## src/rtl/gray_pkg.sv

```systemverilog
// Shared types and helpers for the Gray-code stream monitor.
package gray_pkg;

  // Monitor FSM: IDLE until the first sample sets a reference, then TRACK.
  typedef enum logic {
    IDLE  = 1'b0,
    TRACK = 1'b1
  } gray_mon_state_e;

  // All-ones value of a given width (the modulo -1 delta). Valid for widths 1..31.
  function automatic logic [31:0] all_ones(input int unsigned width);
    logic [31:0] val;
    val = 32'd0;
    for (int unsigned i = 0; i < 32; i++) begin
      if (i < width) val[i] = 1'b1;
    end
    return val;
  endfunction

endpackage

```

## src/rtl/gray_to_bin.sv

```systemverilog
// Purely combinational reflected-Gray to binary decoder.
module gray_to_bin #(
  parameter int unsigned N = 4
) (
  input  logic [N-1:0] gray_i,
  output logic [N-1:0] bin_o
);

  // Each binary bit is the XOR of all Gray bits at or above its position.
  for (genvar i = 0; i < N; i++) begin : g_bit
    assign bin_o[i] = ^gray_i[N-1:i];
  end

endmodule

```

## src/rtl/gray_seq_monitor.sv

```systemverilog
// Gray stream checker: registers samples, decodes them to binary and classifies
// each step against the previous accepted sample as hold, +/-1 or illegal jump.
module gray_seq_monitor
  import gray_pkg::*;
#(
  parameter int unsigned N         = 4,
  parameter int unsigned ERR_CNT_W = 8
) (
  input  logic                 clk_i,
  input  logic                 rst_i,
  input  logic [N-1:0]         gray_in_i,
  input  logic                 gray_valid_i,
  input  logic                 err_clr_i,
  output logic [N-1:0]         bin_out_o,
  output logic                 bin_valid_o,
  output logic                 step_ok_o,
  output logic                 step_hold_o,
  output logic                 step_err_o,
  output logic                 dir_up_o,
  output logic                 dir_dn_o,
  output logic [ERR_CNT_W-1:0] err_cnt_o
);

  localparam logic [N-1:0] DeltaUp = N'(1);
  localparam logic [N-1:0] DeltaDn = N'(all_ones(N));

  // Stage 1: raw sample capture.
  logic [N-1:0] s1_gray_q;
  logic         s1_valid_q;

  // Stage 2: decoded binary.
  logic [N-1:0] s2_bin_d;
  logic [N-1:0] s2_bin_q;
  logic         s2_valid_q;

  // Tracking state.
  gray_mon_state_e state_q, state_d;
  logic [N-1:0]    prev_bin_q, prev_bin_d;
  logic [N-1:0]    delta;

  // Registered outputs.
  logic [N-1:0]         bin_q, bin_d;
  logic                 bin_valid_q, bin_valid_d;
  logic                 step_ok_q, step_ok_d;
  logic                 step_hold_q, step_hold_d;
  logic                 step_err_q, step_err_d;
  logic                 dir_up_q, dir_up_d;
  logic                 dir_dn_q, dir_dn_d;
  logic [ERR_CNT_W-1:0] err_cnt_q, err_cnt_d;

  gray_to_bin #(
    .N(N)
  ) u_gray_to_bin (
    .gray_i(s1_gray_q),
    .bin_o (s2_bin_d)
  );

  // Pipeline stages 1 and 2; reset drops any in-flight samples.
  always_ff @(posedge clk_i) begin
    if (rst_i) begin
      s1_gray_q  <= '0;
      s1_valid_q <= 1'b0;
      s2_bin_q   <= '0;
      s2_valid_q <= 1'b0;
    end else begin
      s1_gray_q  <= gray_in_i;
      s1_valid_q <= gray_valid_i;
      s2_bin_q   <= s2_bin_d;
      s2_valid_q <= s1_valid_q;
    end
  end

  assign delta = s2_bin_q - prev_bin_q;

  // Next-state: FSM, step classification and saturating error counter.
  always_comb begin
    state_d     = state_q;
    prev_bin_d  = prev_bin_q;
    bin_d       = bin_q;
    bin_valid_d = 1'b0;
    step_ok_d   = 1'b0;
    step_hold_d = 1'b0;
    step_err_d  = 1'b0;
    dir_up_d    = 1'b0;
    dir_dn_d    = 1'b0;
    err_cnt_d   = err_cnt_q;

    if (s2_valid_q) begin
      bin_valid_d = 1'b1;
      bin_d       = s2_bin_q;
      // Reference always follows the newest sample, so errors resync.
      prev_bin_d  = s2_bin_q;
      unique case (state_q)
        IDLE: begin
          state_d = TRACK;
        end
        TRACK: begin
          if (delta == '0) begin
            step_hold_d = 1'b1;
          end else if (delta == DeltaUp) begin
            step_ok_d = 1'b1;
            dir_up_d  = 1'b1;
          end else if (delta == DeltaDn) begin
            step_ok_d = 1'b1;
            dir_dn_d  = 1'b1;
          end else begin
            step_err_d = 1'b1;
          end
        end
        default: state_d = IDLE;
      endcase
    end

    // Clear wins over a coincident error.
    if (err_clr_i) begin
      err_cnt_d = '0;
    end else if (step_err_d && (err_cnt_q != '1)) begin
      err_cnt_d = err_cnt_q + ERR_CNT_W'(1);
    end
  end

  // State and output registers.
  always_ff @(posedge clk_i) begin
    if (rst_i) begin
      state_q     <= IDLE;
      prev_bin_q  <= '0;
      bin_q       <= '0;
      bin_valid_q <= 1'b0;
      step_ok_q   <= 1'b0;
      step_hold_q <= 1'b0;
      step_err_q  <= 1'b0;
      dir_up_q    <= 1'b0;
      dir_dn_q    <= 1'b0;
      err_cnt_q   <= '0;
    end else begin
      state_q     <= state_d;
      prev_bin_q  <= prev_bin_d;
      bin_q       <= bin_d;
      bin_valid_q <= bin_valid_d;
      step_ok_q   <= step_ok_d;
      step_hold_q <= step_hold_d;
      step_err_q  <= step_err_d;
      dir_up_q    <= dir_up_d;
      dir_dn_q    <= dir_dn_d;
      err_cnt_q   <= err_cnt_d;
    end
  end

  assign bin_out_o   = bin_q;
  assign bin_valid_o = bin_valid_q;
  assign step_ok_o   = step_ok_q;
  assign step_hold_o = step_hold_q;
  assign step_err_o  = step_err_q;
  assign dir_up_o    = dir_up_q;
  assign dir_dn_o    = dir_dn_q;
  assign err_cnt_o   = err_cnt_q;

endmodule

```

## config.mk

```make
export PLATFORM = sky130hd
export DESIGN_NAME = gray_seq_monitor
export DESIGN_NICKNAME = d
export VERILOG_FILES = /design/src/rtl/gray_pkg.sv /design/src/rtl/gray_to_bin.sv /design/src/rtl/gray_seq_monitor.sv
export SDC_FILE = /design/constraint.sdc
export NUM_CORES = 1
export LEC_CHECK = 0
export ABC_AREA = 1
export CORE_UTILIZATION = 44
export CTS_CLUSTER_SIZE = 24
export DETAILED_ROUTE_END_ITERATION = 10
export PLACE_DENSITY = 0.76
export RECOVER_POWER = 50
export SKIP_CTS_REPAIR_TIMING = 1
export SLEW_MARGIN = 5
export SYNTH_ARGS = -nofsm -noshare
export SYNTH_HDL_FRONTEND = slang
export SYNTH_SLANG_ARGS = --single-unit
```

## constraint.sdc

```tcl
create_clock -name clk_i -period 1.93 [get_ports clk_i]
set_input_delay 0.4825 -clock clk_i [delete_from_list [all_inputs] [get_ports clk_i]]
set_output_delay 0.4825 -clock clk_i [all_outputs]
set_load 0.05 [all_outputs]
```

==> reports/results.ini <==
[sta]
fmax_mhz=487
finalCritPeriodShare_pct=106
finalMaxSlewViolations=0
setup_ws_ps=-122
worst_pin_slew_ps=609
rsz0062_at_grt=true
finalHoldViolCount=0
relSlewSlack_pct=59.6
setup_viol=8
period_needed_ps=2050
finClkSkew_ps=9.53

[flow_run]
drv_cap=0

[power]
swShare_pct=28.2
comb_power_share_pct=15.1
leakage_uw=0.000834
p_total_uw=1160
internal-power_uw=829
pwr-share-seq_pct=54.6
switching_power_uw=326
pwr-share-clk_pct=30.3
powerDensity_nw_per_um2=707
vdd_ir_drop_max_v=0.000458

[synth]
yosys_warnings=0
synth_seq_area_share_pct=47.1
synth_fp_nets=175
syn_avg_cell_area_um2=7.62
synthCells=162
ys_ff_latch=29
syn_area_um2=1230
yosys.cell_types.count=22

[drt]
top_layer_used=met4
dr.pass1.iters=4
drt_iter0_drc=16
wl_met2_um=1070
routed_wl_um=2370
route.detailed.drc=0
viasPerCell=4.67
antenna_left=0
routedWlPerCell_um=10.3
wl_met3_um=137
m1WireLength_um=1100
vias=1074

[clock_tree]
clock-sinks=29
clock_latency_ps=330
root_buffer=clkbuf_4
clockBufferDepth=2
clk_pin_slew_ps=90
cts_buffers=5
cts_tree=yes
htreeDepth=2

[worst_setup_path]
crit_fanout=8
crit_type=reg2reg
r2r_start=s2_bin_q[0]$_SDFF_PP0_
rr_endpoint=err_cnt_o[1]$_SDFFE_PP0P_
worstRegToRegCells=12
reg2reg_slack_ps=-120
worstSetupEndpointType=flop
startpoint_type=flop
required_ps=2160
cp.arrival_ps=2290

[global_routing]
grt_overflow=0
antenna_found_initial=0
grt_pass1_vias=909
grt_max_degree=14
grt_pass1_wl_um=3670
grt.total_usage_pct=17.9

[min_path]
hold_path_depth=2
hold_path.class=reg2reg
min-delay-start=s1_valid_q$_SDFF_PP0_
min_to=s2_valid_q$_SDFF_PP0_

[layout]
final_cell_mix=nor2_1, inv_1, dfxtp_1
diodes=0
finalNonFillerCells=230
syn_to_final_growth_pct=32.5
drive_gt1_share_pct=20.0
final_nets=212
final_common_cell=nor2_1

[status]
violations=negative setup slack
status=complete, but fails checks

[placement]
dp_cells=217
post-dp-hpwl_um=1690
gp_congestion=0.802
port_buffers=25

[die]
core-area_um2=2570
dieArea_um2=3020
start_util_pct=48.1
rows=18
die_h_um=55.0
pin_count=26
die_w_um=55.0

-- flip-flops by register name, summed over array words and instances (netlist names), 4 cells and up --
name / count
s2_bin_q: 4
bin_out_o: 4
s1_gray_q: 4
err_cnt_o: 8
-- metal layers --
metal / GRT usage, % / vias to the layer above
met3: 7.38 / 8
met1: 20.6 / 470
met5: 0 / -
met2: 28.1 / 24
met4: 10.0 / 0
li1: - / 572
-- through the flow --
stage | hold slack, ps | util, % | setup WS (ps) | instance area (um2) | setup TNS, ps
floorplan | 388 | - | -32.8 | 1250 | -136
global placement | 390 | 58.9 | -97.1 | 1510 | -355
detailed placement | 404 | 58.9 | -162 | 1510 | -817
CTS | 417 | 60.9 | -160 | 1560 | -929
global route | 437 | 63.6 | -260 | 1630 | -1900
finish | 412 | 63.6 | -122 | 1630 | -807
-- cell usage after synthesis (all sizes together) --
master	number	share of area (%)
nor3	1	0.41
o21ai	7	2.8
fa	1	1.6
nor2	35	11
nand2	24	7.9
xor2	2	1.4
inv	27	8.2
dfxtp	29	47
clkbuf	1	0.30
nand3	14	5.7
ha	4	4.1
or2	1	0.51
a21oi	10	4.7
xnor2	3	2.1
buf	2	1.3
nand3b	1	0.61
-- worst max-delay path: stages (launching register included) --
cell	delay, ps
dfxtp_2	330
inv_2	40
ha_4	160
fa_1	440
xor2_2	220
nor2_1	70
nand3_1	110
nand2_2	90
nor2_4	180
buf_12	140
nand3b_1	70
nand2_1	70
nor2_1	40
-- final cells by class --
type | instances | area [um2]
Tap cell | 30 | 37.5
Clock inverter | 2 | 10.0
Inverter | 27 | 101
Timing Repair Buffer | 33 | 293
Multi-Input combinational cell | 103 | 563
Sequential cell | 29 | 588
Clock buffer | 6 | 41.3
Fill cell | 248 | 933
-- power by group through the flow --
| stage | clock network [uW] | registers, uW | logic [uW] |
|---|---|---|---|
| after floorplan | 0 | 660 | 102 |
| after global placement | 0 | 643 | 161 |
| after detailed placement | 0 | 645 | 165 |
| after CTS | 363 | 630 | 166 |
| after global routing | 385 | 634 | 199 |
| final | 350 | 631 | 175 |
-- how the worst max path moves through the flow --
stage                               from                         to  slack, ps
5_1_grt           s2_bin_q[0]$_SDFF_PP0_  err_cnt_o[1]$_SDFFE_PP0P_       -260
3_5_place_dp      s2_bin_q[0]$_SDFF_PP0_  err_cnt_o[2]$_SDFFE_PP0P_       -160
6_report          s2_bin_q[0]$_SDFF_PP0_  err_cnt_o[1]$_SDFFE_PP0P_       -120
3_3_place_gp      s2_bin_q[0]$_SDFF_PP0_  err_cnt_o[7]$_SDFFE_PP0P_       -100
2_1_floorplan  bin_out_o[0]$_SDFFE_PP0P_  err_cnt_o[3]$_SDFFE_PP0P_        -30
4_1_cts           s2_bin_q[0]$_SDFF_PP0_  err_cnt_o[2]$_SDFFE_PP0P_       -160
-- cells by family (layout without fill, tap and decap cells) --
family	count (synthesis)	in the layout	share of synthesized area, %
flops	29	29	47.1
xor+xnor	5	5	3.55
fa+ha+maj	5	5	5.68
compound gates	17	17	7.51
simple gates	76	76	26.4
buf+inv	30	68	9.84
No activity file was read; power rests on OpenSTA's default activity.
